--- src/rtl/byte_serial_adder_ctrl.sv ---
// Byte-serial W-bit add/subtract built around one shared 8-bit Kogge-Stone adder.
// Operands are latched on start and processed LSB byte first, one byte per clock.

module eight_bit_kogge_stone_adder (
  input  logic [7:0] a,
  input  logic [7:0] b,
  input  logic       cin,
  output logic [7:0] s,
  output logic       cout,
  output logic       overflowFlag
);
  logic [7:0] p0_s, g0_s, p1_s, g1_s, p2_s, g2_s, g3_s;
  logic [7:0] c_s;

  assign p0_s = a ^ b;
  // Carry-in is folded into bit 0 so the prefix tree yields carries directly.
  assign g0_s = {a[7:1] & b[7:1], (a[0] & b[0]) | (p0_s[0] & cin)};

  assign g1_s = g0_s | (p0_s & {g0_s[6:0], 1'b0});
  assign p1_s = p0_s & {p0_s[6:0], 1'b0};
  assign g2_s = g1_s | (p1_s & {g1_s[5:0], 2'b00});
  assign p2_s = p1_s & {p1_s[5:0], 2'b00};
  assign g3_s = g2_s | (p2_s & {g2_s[3:0], 4'b0000});

  assign c_s          = {g3_s[6:0], cin};
  assign s            = p0_s ^ c_s;
  assign cout         = g3_s[7];
  assign overflowFlag = g3_s[7] ^ c_s[7];
endmodule

module byte_serial_adder_ctrl #(
  parameter int NUM_BYTES = 4
) (
  input  logic                   clk,
  input  logic                   reset,
  input  logic                   start,
  input  logic                   sub,
  input  logic                   Cin,
  input  logic [8*NUM_BYTES-1:0] A,
  input  logic [8*NUM_BYTES-1:0] B,
  output logic                   busy,
  output logic                   done,
  output logic [8*NUM_BYTES-1:0] S,
  output logic                   Cout,
  output logic                   overflowFlag
);
  localparam int W  = 8 * NUM_BYTES;
  localparam int CW = (NUM_BYTES > 1) ? $clog2(NUM_BYTES) : 1;
  localparam logic [CW-1:0] LAST_IDX = CW'(NUM_BYTES - 1);

  typedef enum logic [1:0] {
    IDLE = 2'b00,
    RUN  = 2'b01,
    DONE = 2'b10
  } state_t;

  state_t        state_r, state_next_s;
  logic [CW-1:0] cnt_r;
  logic          carry_r;
  logic [W-1:0]  a_r, b_r, s_r;
  logic          cout_r, ovf_r, busy_r, done_r;
  logic [7:0]    add_s_s;
  logic          add_cout_s, add_ovf_s;
  logic          last_s;

  assign last_s = (cnt_r == LAST_IDX);

  eight_bit_kogge_stone_adder u_adder (
    .a            (a_r[{cnt_r, 3'b000} +: 8]),
    .b            (b_r[{cnt_r, 3'b000} +: 8]),
    .cin          (carry_r),
    .s            (add_s_s),
    .cout         (add_cout_s),
    .overflowFlag (add_ovf_s)
  );

  // State register.
  always_ff @(posedge clk or posedge reset) begin
    if (reset) begin
      state_r <= IDLE;
    end else begin
      state_r <= state_next_s;
    end
  end

  // Next-state logic.
  always_comb begin
    state_next_s = state_r;
    case (state_r)
      IDLE: begin
        if (start) begin
          state_next_s = RUN;
        end else begin
          state_next_s = IDLE;
        end
      end
      RUN: begin
        if (last_s) begin
          state_next_s = DONE;
        end else begin
          state_next_s = RUN;
        end
      end
      DONE:    state_next_s = IDLE;
      default: state_next_s = IDLE;
    endcase
  end

  // Operand latching, per-byte result write-back and registered handshake outputs.
  always_ff @(posedge clk or posedge reset) begin
    if (reset) begin
      cnt_r   <= '0;
      carry_r <= 1'b0;
      a_r     <= '0;
      b_r     <= '0;
      s_r     <= '0;
      cout_r  <= 1'b0;
      ovf_r   <= 1'b0;
      busy_r  <= 1'b0;
      done_r  <= 1'b0;
    end else begin
      busy_r <= (state_next_s != IDLE);
      done_r <= (state_next_s == DONE);
      case (state_r)
        IDLE: begin
          if (start) begin
            a_r     <= A;
            b_r     <= B ^ {W{sub}};
            carry_r <= sub ? 1'b1 : Cin;
            cnt_r   <= '0;
          end
        end
        RUN: begin
          s_r[{cnt_r, 3'b000} +: 8] <= add_s_s;
          carry_r <= add_cout_s;
          if (last_s) begin
            cout_r <= add_cout_s;
            ovf_r  <= add_ovf_s;
          end else begin
            cnt_r <= cnt_r + CW'(1);
          end
        end
        DONE: begin
          cnt_r <= '0;
        end
        default: begin
          cnt_r <= '0;
        end
      endcase
    end
  end

  assign busy         = busy_r;
  assign done         = done_r;
  assign S            = s_r;
  assign Cout         = cout_r;
  assign overflowFlag = ovf_r;
endmodule

--- config.mk ---
export PLATFORM = sky130hd
export DESIGN_NAME = byte_serial_adder_ctrl
export DESIGN_NICKNAME = d
export VERILOG_FILES = /design/src/rtl/byte_serial_adder_ctrl.sv
export SDC_FILE = /design/constraint.sdc
export NUM_CORES = 1
export LEC_CHECK = 0
export CAP_MARGIN = 20
export CORE_ASPECT_RATIO = 0.8
export CORE_MARGIN = 4
export CORE_UTILIZATION = 30
export CTS_BUF_LIST = sky130_fd_sc_hd__clkbuf_8
export DETAILED_ROUTE_END_ITERATION = 6
export PLACE_DENSITY = 0.63
export SETUP_SLACK_MARGIN = 0.5
export SLEW_MARGIN = 15
export SYNTH_ARGS = -nofsm -noshare
export SYNTH_HDL_FRONTEND = slang
export SYNTH_SLANG_ARGS = --single-unit
--- constraint.sdc ---
create_clock -name clk -period 5.1 [get_ports clk]
set_clock_uncertainty 0.1 [all_clocks]
set_input_delay 1.02 -clock clk [delete_from_list [all_inputs] [get_ports clk]]
set_output_delay 1.02 -clock clk [all_outputs]
set_load 0.02 [all_outputs]
==> results.toml, run 1 <==
[critical_path]
startpoint_type = "register"
r2r_slack_ns = 1.66
cp-end-kind = "register"
crit_fanout = 14
worstPathCellList = "buf_4 -> mux4_2 -> fa_1 -> a211oi_1 -> o21bai_1 -> o31a_1 -> xnor2_2 -> o21ai_1"
critPathKind = "register to register"
arrival_ns = 3.59
crit_buf_inv = 1
crit_family = "compound AO/OA/AOI/OAI gates"
crit_path_top_delay_cell = "dfrtp_1"
cp_slowest_stage_delay_ns = 0.75
cp.required_ns = 5.25

[grt]
grt_use_met2_pct = 20.64
grt_usage_pct = 13.15
grt_pass1_wl_um = 19690
gr-usage-met1_pct = 18.34
grt.busiest_layer = "met2"
antenna_found_initial = 0
use_met3_pct = 3.779
grt_max_degree = 73
grt_pass1_vias = 3816
overflow = 0

[logic_synthesis]
syn_avg_cell_area_um2 = 10.55
syn_nets = 556
synthTopCellsByCount = "nand2_1, dfrtp_1, xnor2_1, o21ai_0, o21ai_1"
ys_seq_area_share_pct = 52.75
yosys_warnings = 0
ys.flop_type = "dfrtp_1"
synthCells = 472
synth.most_common_cell = "nand2_1"
netlist.area_leader.share_pct = 52.75
syn_area_mm2 = 0.004981
ys_types = 42
synthArstFlopShare_pct = 100.0
synth_area_leaders = "dfrtp_1, nand2_1, mux4_2, xnor2_1, a22o_1"
synth_area_leader_cell = "dfrtp_1"
synth_edf_count = 0
synth_seq_cells = 105

[timing]
max_freq_mhz = 290.6
fin_tns_setup_ns = 0
tightestPinTransition_ns = 0.9004
rsz0062_at_grt = "false"
fin_ws_ns = 1.659
drv_slew = 0
fin_crit_ns = 3.441
setup_viol = 0
hold_violations = 0
fin_crit_sh_pct = 67.47
slew_headroom_pct = 39.98

[place]
io_buffers = 104
routabilityCongestion = 0.8462
place_hpwl_um = 9185
dp_slack_ns = 1.656
place_area_mm2 = 0.006203

[clock_tree]
clkSinkCount = 105
post_cts_resized = 0
cts_made_buffers = 9
clockRootBuffer = "clkbuf_8"
path_clk_slew_ns = 0.10
cts_tree = "built"
postCtsSetupBuffers = 0
clkLatencyLatePin_ns = 0.37
cts_hold_buffers = 0
htree_levels = 3
cts_max_path_buffers = 2

[detailed_routing]
vias = 3623
dr.pass1.iters = 4
drt_wl_total_um = 11980
viasPerCell = 4.598
drtIter0Drc = 270
wl_per_cell_um = 15.20
drc = 0
ant_nets = 0

[power]
power.density_mw_per_mm2 = 662.3
p_total_mw = 4.270
vdd_drop_max_mv = 0.3569
power.leakage_nw = 2.866

[run_status]
outcome = "finished clean"

[finish]
layout.area.seq_mm2 = 0.002628
stdcell_area_mm2 = 0.006447
syn_to_final_growth_pct = 29.44
nets = 652
fill_cells = 1584
utilization_pct = 40.28
drive_above_1_share_pct = 9.250
multi_input_area_mm2 = 0.002216
diodes = 0

[die]
die_h_um = 123.3
ioPinCount = 105
core_mm2 = 0.01601
dieArea_mm2 = 0.01874
row_count = 41
initial_utilization_pct = 31.12
die_x_um = 152.1

[worst_hold_path]
hold_path.class = "register to register"

[flow_run]
drv_cap = 0
final cells by class:
type	count	area share, %
clock buffers	11	2.348
clock inverters	5	1.203
inverters	8	0.5046
multi-input cells	336	34.37
flip-flops and latches	105	40.75
well taps	215	4.172
repair buffers	108	16.65
final timing paths:
path,from,endpoint,cells past startpoint
setup / recovery,cnt_r[0],S[15],8
hold / removal,a_r[0],a_r[0],2
setup reg to reg,cnt_r[0],S[15],8
hold reg to reg,a_r[0],a_r[0],2
max in group asynchronous,reset,a_r[28],3
min in group asynchronous,reset,S[26],2
metrics by stage:
step	hold slack, ns	instances
5_1_grt	0.3994	788
4_1_cts	0.3837	787
3_5_place_dp	0.3595	771
2_1_floorplan	0.3403	472
3_3_place_gp	0.3562	771
6_report	0.3812	788
worst reg2reg max path, delay by kind of cell (launching register included):
family	cells	cell delay, ns
adder cells (fa/ha/maj)	1	0.43
buffers and inverters	1	0.37
flip-flops	1	0.75
multiplexers	1	0.55
XOR/XNOR	1	0.27
AO/OA/AOI/OAI	4	0.86
power by group:
part | total (mW) | switching (mW) | leakage (nW) | internal, mW
sequential | 1.45 | 0.264 | 1.35 | 1.19
clock | 0.574 | 0.271 | 0.121 | 0.303
combinational | 2.24 | 1.28 | 1.40 | 0.962
total | 4.27 | 1.82 | 2.87 | 2.45
metal layers:
layer,part of all wire (%),vias up
li1,-,1792
met2,44,114
met5,0,-
met3,6.1,9
met1,49,1708
met4,0.99,0
sequential cells by signal, summed over array words and instances (netlist names), 2 cells and up:
register  flops
cnt_r         2
a_r          32
state_r       2
S            32
b_r          32
logic make-up (layout without fill, tap and decap cells):
logic type	count (synthesis)	count (layout)	share of synthesized area, %
DFF	105	105	52.75
and+or+nand+nor	180	180	14.95
xor gates and xnor gates	38	38	6.833
adders and majority gates	15	15	4.069
muxes	17	17	7.461
buffers and inverters	31	132	2.813
AOI/OAI and AO/OA	86	86	11.13
cell usage in the layout (no fill, tap or decap), drive strengths merged, types with 3 or more instances in the layout:
master,instances
mux4,16
ha,13
o21ai,47
a21o,3
nand4,4
clkbuf,11
buf,5
inv,10
nand2,152
nand2b,3
a22o,20
dfrtp,105
clkdlybuf4s50,103
nor3,5
nor2,12
xnor2,36
a21oi,6
Note: power is estimated with default switching activity, not from simulation.
==> run 2, diff against run 1 <==
clock period = 3.35 ns   (was 5.1 ns; I/O delays follow)
==> run 2 against run 1 <==
Sequential share of layout area is 1.2 points lower. Utilization is 1.2 points higher. Register-to-register slack worse by 1.1 ns. Global-route usage is 0.22 points higher. Largest cell class unchanged. Critical path type unchanged. Via count is 3.0% higher. Highest routed layer unchanged.
==> results.toml, run 2 (synthesized netlist as in run 1, its figures left out) <==
[critical_path]
cp-end-kind = "register"
r2r-end = "S[15]"
startpoint_type = "register"
arrival_ns = 2.93
r2r_slack_ns = 0.58
crit_family = "compound AO/OA/AOI/OAI gates"
worstPathCellList = "buf_12 -> mux4_2 -> ha_4 -> a211oi_2 -> o21bai_1 -> o31a_1 -> xnor2_2 -> o21ai_1"
crit_buf_inv = 1
critPathKind = "register to register"
crit_fanout = 9
path_depth = 8
reg2reg_from = "cnt_r[0]"
crit_path_top_delay_cell = "mux4_2"
rr_worst_depth = 8
cp.required_ns = 3.51
cp_slowest_stage_delay_ns = 0.55

[grt]
grt_max_degree = 49
antenna_found_initial = 0
grt_pass1_vias = 3829
grt_usage_pct = 13.37
grt_pass1_wl_um = 19850
use_met3_pct = 3.604
grt.busiest_layer = "met2"
grt_use_met2_pct = 21.45
gr-usage-met1_pct = 18.11
overflow = 0

[worst_hold_path]
holdPathEnd = "a_r[14]"
hold_path.class = "register to register"
hold_path_depth = 2
worstHoldStart = "a_r[14]"

[flow_run]
drv_cap = 0

[finish]
nets = 668
layout_commonest_cell = "nand2_1"
layout.area.seq_mm2 = 0.002630
syn_to_final_growth_pct = 33.38
drive_above_1_share_pct = 13.92
final_cells = 804
diodes = 0
multi_input_area_mm2 = 0.002290
stdcell_area_mm2 = 0.006644
fill_cells = 1573
final_cell_mix = "nand2_1, dfrtp_1, clkdlybuf4s50_1, xnor2_1"

[timing]
rsz0062_at_grt = "true"
tightestPinTransition_ns = 0.9459
slew_headroom_pct = 36.80
drv_slew = 0
fin_crit_ns = 2.766
fin_crit_sh_pct = 82.56
fin_tns_setup_ns = 0
max_freq_mhz = 361.6
hold_violations = 0
setup_viol = 0

[place]
io_buffers = 104
routabilityCongestion = 0.8005
place_area_mm2 = 0.006285
dp_cells = 780
place_hpwl_um = 9515

[detailed_routing]
drt_wl_total_um = 12280
drc = 0
wl_per_cell_um = 15.27
viasPerCell = 4.641
vias = 3731
dr.pass1.iters = 4
drtIter0Drc = 201
ant_nets = 0

[power]
power.leakage_nw = 2.930
clockPowerShare_pct = 11.5
power.switching_mw = 3.005
power.density_mw_per_mm2 = 1040
pwr-share-comb_pct = 57.1
p_sw_share_pct = 43.51
vdd_drop_max_mv = 0.5800
seqPwrFrac_pct = 31.4
internal_power_mw = 3.903

[die]
die_x_um = 152.1
core_mm2 = 0.01601
dieArea_mm2 = 0.01874
row_count = 41
die_h_um = 123.3
initial_utilization_pct = 31.12
ioPinCount = 105

[clock_tree]
cts_tree = "built"
cts_hold_buffers = 0
clkLatencyLatePin_ns = 0.38
htree_levels = 3
cts_max_path_buffers = 2
cts_made_buffers = 9
path_clk_slew_ns = 0.10
clockRootBuffer = "clkbuf_8"
clkSinkCount = 105

[run_status]
outcome = "finished clean"
## run 2: cell count changes in the layout (fill, tap and decap cells not counted), moves of 2 or more
cell | previous run | this run
dfrtp_2 | 0 | 2
dfrtp_1 | 105 | 103
ha_1 | 13 | 10
buf_12 | 0 | 2
buf_4 | 3 | 17
clkinvlp_4 | 0 | 3
clkbuf_8 | 11 | 9
ha_4 | 0 | 2
## run 2: layer usage
metal	vias up	part of all wire, %
met3	13	5.1
li1	1822	-
met2	107	46
met4	0	1.2
met5	-	0
met1	1789	47
## run 2: how the worst max path moves through the flow
stage / start / endpoint / slack [ns]
floorplan: cnt_r[0] / S[14] / 0.54
global placement: cnt_r[0] / S[23] / 0.35
detailed placement: cnt_r[0] / S[15] / 0.24
CTS: cnt_r[1] / S[20] / 0.49
global route: cnt_r[0] / S[15] / 0.45
finish: cnt_r[0] / S[15] / 0.58
## run 2: area by class of cell
type / instances / share of cell area (%)
Clock buffer: 9 / 1.864
Clock inverter: 7 / 1.186
Inverter: 8 / 0.5085
Multi-Input combinational cell: 336 / 34.46
Sequential cell: 105 / 39.59
Tap cell: 215 / 4.049
Timing Repair Buffer: 124 / 18.34
## run 2: worst min-delay path, cell delays in order, from the launching register on
cell and delay, ns:
dfrtp_1 0.35, nand2_1 0.05, nand2_1 0.05
## run 2: power groups by stage
stage | clock [mW] | sequential, mW | combinational, mW
after floorplan | 0 | 2.25 | 2.28
after CTS | 0.825 | 2.18 | 3.66
after detailed placement | 0 | 2.21 | 3.55
after global routing | 0.868 | 2.25 | 4.30
final | 0.796 | 2.17 | 3.94
after global placement | 0 | 2.19 | 3.44
## run 2: stage by stage
stage	total power [mW]	hold WS, ns	worst slack, ns	util [%]
after floorplan	4.528	0.3403	0.5437	-
after global placement	5.634	0.3594	0.3457	39.27
after detailed placement	5.762	0.3626	0.2395	39.27
after CTS	6.668	0.3860	0.4896	40.81
after global routing	7.412	0.4026	0.4481	41.51
final	6.908	0.3808	0.5842	41.51
## run 2: repair_timing
action,4_1_cts,5_1_grt
pin swaps,3,6
endpoints found under the setup margin,19,15
buffers inserted,2,6
gates resized for setup,8,10
==> run 3, diff against run 2 <==
PLACE_DENSITY = 0.65   (was 0.63)
clock period = 2.24 ns   (was 3.35 ns; I/O delays follow)
==> run 3 against run 2 <==
Worst setup slack lost 1.1 ns. Die area unchanged. Sequential cell count is the same. Critical path type unchanged. Largest power group unchanged. Fmax increased by 1.6%. Critical endpoint is now S[7]. Worst hold slack improved by 0.00054 ns. Combinational power rose by 85%. Via count grew 3.8%. Clock power is 43% higher. Critical path depth did not move. Global-route usage is 0.70 points higher. Sequential power up 50%. Highest routed layer unchanged. Cell area up 5.9%. The flow now finishes with violations (negative setup slack).
==> results.toml, run 3 (synthesized netlist as in run 1, its figures left out) <==
[run_status]
outcome = "complete, but fails checks"
violations = "negative setup slack"

[finish]
diodes = 0
layout_commonest_cell = "nand2_1"
final_cell_mix = "nand2_1, dfrtp_1, clkdlybuf4s50_1, dlygate4sd2_1, xnor2_1"
nets = 693
utilization_pct = 43.95
syn_to_final_growth_pct = 41.22
drive_above_1_share_pct = 21.17

[critical_path]
worstPathCellList = "buf_6 -> mux4_2 -> fa_2 -> a211oi_2 -> o21bai_2 -> o31a_1 -> xnor2_2 -> o21ai_1"
crit_fanout = 4
arrival_ns = 2.87
cp.required_ns = 2.39
cp-end-kind = "register"
crit_path_top_delay_cell = "mux4_2"
critPathKind = "register to register"
startpoint_type = "register"
cp_slowest_stage_delay_ns = 0.54

[die]
dieArea_mm2 = 0.01874
die_x_um = 152.1
initial_utilization_pct = 31.12
die_h_um = 123.3
ioPinCount = 105
row_count = 41
core_mm2 = 0.01601

[timing]
setup_viol = 31
drv_slew = 0
fin_ws_ns = -0.4834
whs_ns = 0.3814
max_freq_mhz = 367.2
fin_crit_ns = 2.723
hold_violations = 0
rsz0062_at_grt = "true"
tightestPinTransition_ns = 0.5283
slew_headroom_pct = 64.71
fin_crit_sh_pct = 121.6

[power]
power.leakage_nw = 3.283
power.density_mw_per_mm2 = 1664
vdd_drop_max_mv = 0.7078

[detailed_routing]
viasPerCell = 4.671
drtIter0Drc = 227
ant_nets = 0
wl_per_cell_um = 15.78
dr.pass1.iters = 5
drt_wl_total_um = 13080
vias = 3872
drc = 0

[worst_hold_path]
hold_path.class = "primary input to asynchronous set/reset pin"

[grt]
overflow = 0
grt_max_degree = 72
grt_usage_pct = 14.07
antenna_found_initial = 0
grt_pass1_vias = 4108
grt_pass1_wl_um = 21130

[clock_tree]
clockRootBuffer = "clkbuf_8"
cts_hold_buffers = 0
clkSinkCount = 105
cts_tree = "built"
cts_max_path_buffers = 2
cts_made_buffers = 9
clkLatencyLatePin_ns = 0.37
path_clk_slew_ns = 0.11
htree_levels = 3

[place]
place_hpwl_um = 9754
io_buffers = 104
routabilityCongestion = 0.8183

[flow_run]
drv_cap = 0
## run 3: repair_timing
| action | in CTS | in global routing |
|---|---|---|
| gates resized for setup | 70 | 23 |
| buffers inserted | 14 | 2 |
| pin swaps | 28 | 10 |
| endpoints found under the setup margin | 72 | 38 |
## run 3: cell type report
class	count	area [um2]
Multi-Input combinational cell	336	2475
Sequential cell	105	2630
Clock buffer	9	123.9
Fill cell	1529	8971
Clock inverter	7	66.31
Timing Repair Buffer	149	1431
Tap cell	215	269.0
Inverter	8	38.79
## run 3: worst max-delay path, delay by kind of cell (launching register included)
kind            cells  cell delay [ns]
xor+xnor            1             0.31
flops               1             0.39
buf+inv             1             0.11
fa+ha+maj           1             0.40
compound gates      4             0.75
mux                 1             0.54
## run 3: report_power, final
| group | total, mW | internal (mW) | switching (mW) | leakage [nW] |
|---|---|---|---|---|
| combinational | 7.30 | 3.53 | 3.76 | 1.83 |
| clock | 1.14 | 0.510 | 0.635 | 0.103 |
| sequential | 3.26 | 2.71 | 0.550 | 1.34 |
| total | 11.7 | 6.76 | 4.95 | 3.28 |
## run 3: worst paths after layout
kind                            cells after the start       to  slack (ns)      from
worst max-delay path                                8     S[7]       -0.48  cnt_r[0]
worst min-delay path                                2    S[31]        0.38     reset
worst max register to register                      8     S[7]       -0.48  cnt_r[0]
worst min register to register                      2  a_r[15]        0.38   a_r[15]
max in group asynchronous                           3  b_r[19]        1.05     reset
min in group clk                                    2  a_r[15]        0.38   a_r[15]
## run 3: stage by stage
step | cell area [um2] | worst slack, ns | TNS, ns | power, mW | std cells
floorplan | 5027 | -0.3803 | -6.798 | 6.959 | 472
global placement | 6476 | -0.4647 | -9.771 | 9.138 | 797
detailed placement | 6476 | -0.5438 | -11.92 | 9.337 | 797
CTS | 6913 | -0.4638 | -9.486 | 11.18 | 827
global route | 7034 | -0.5740 | -12.64 | 12.54 | 829
finish | 7034 | -0.4834 | -10.07 | 11.71 | 829
## run 3: metal layers
layer	share of wire, %	GRT usage, %	vias to the layer above
li1	-	-	1866
met1	46	19.31	1871
met2	47	22.70	123
met3	5.6	3.779	12
met4	1.2	2.976	0
met5	0	0	-
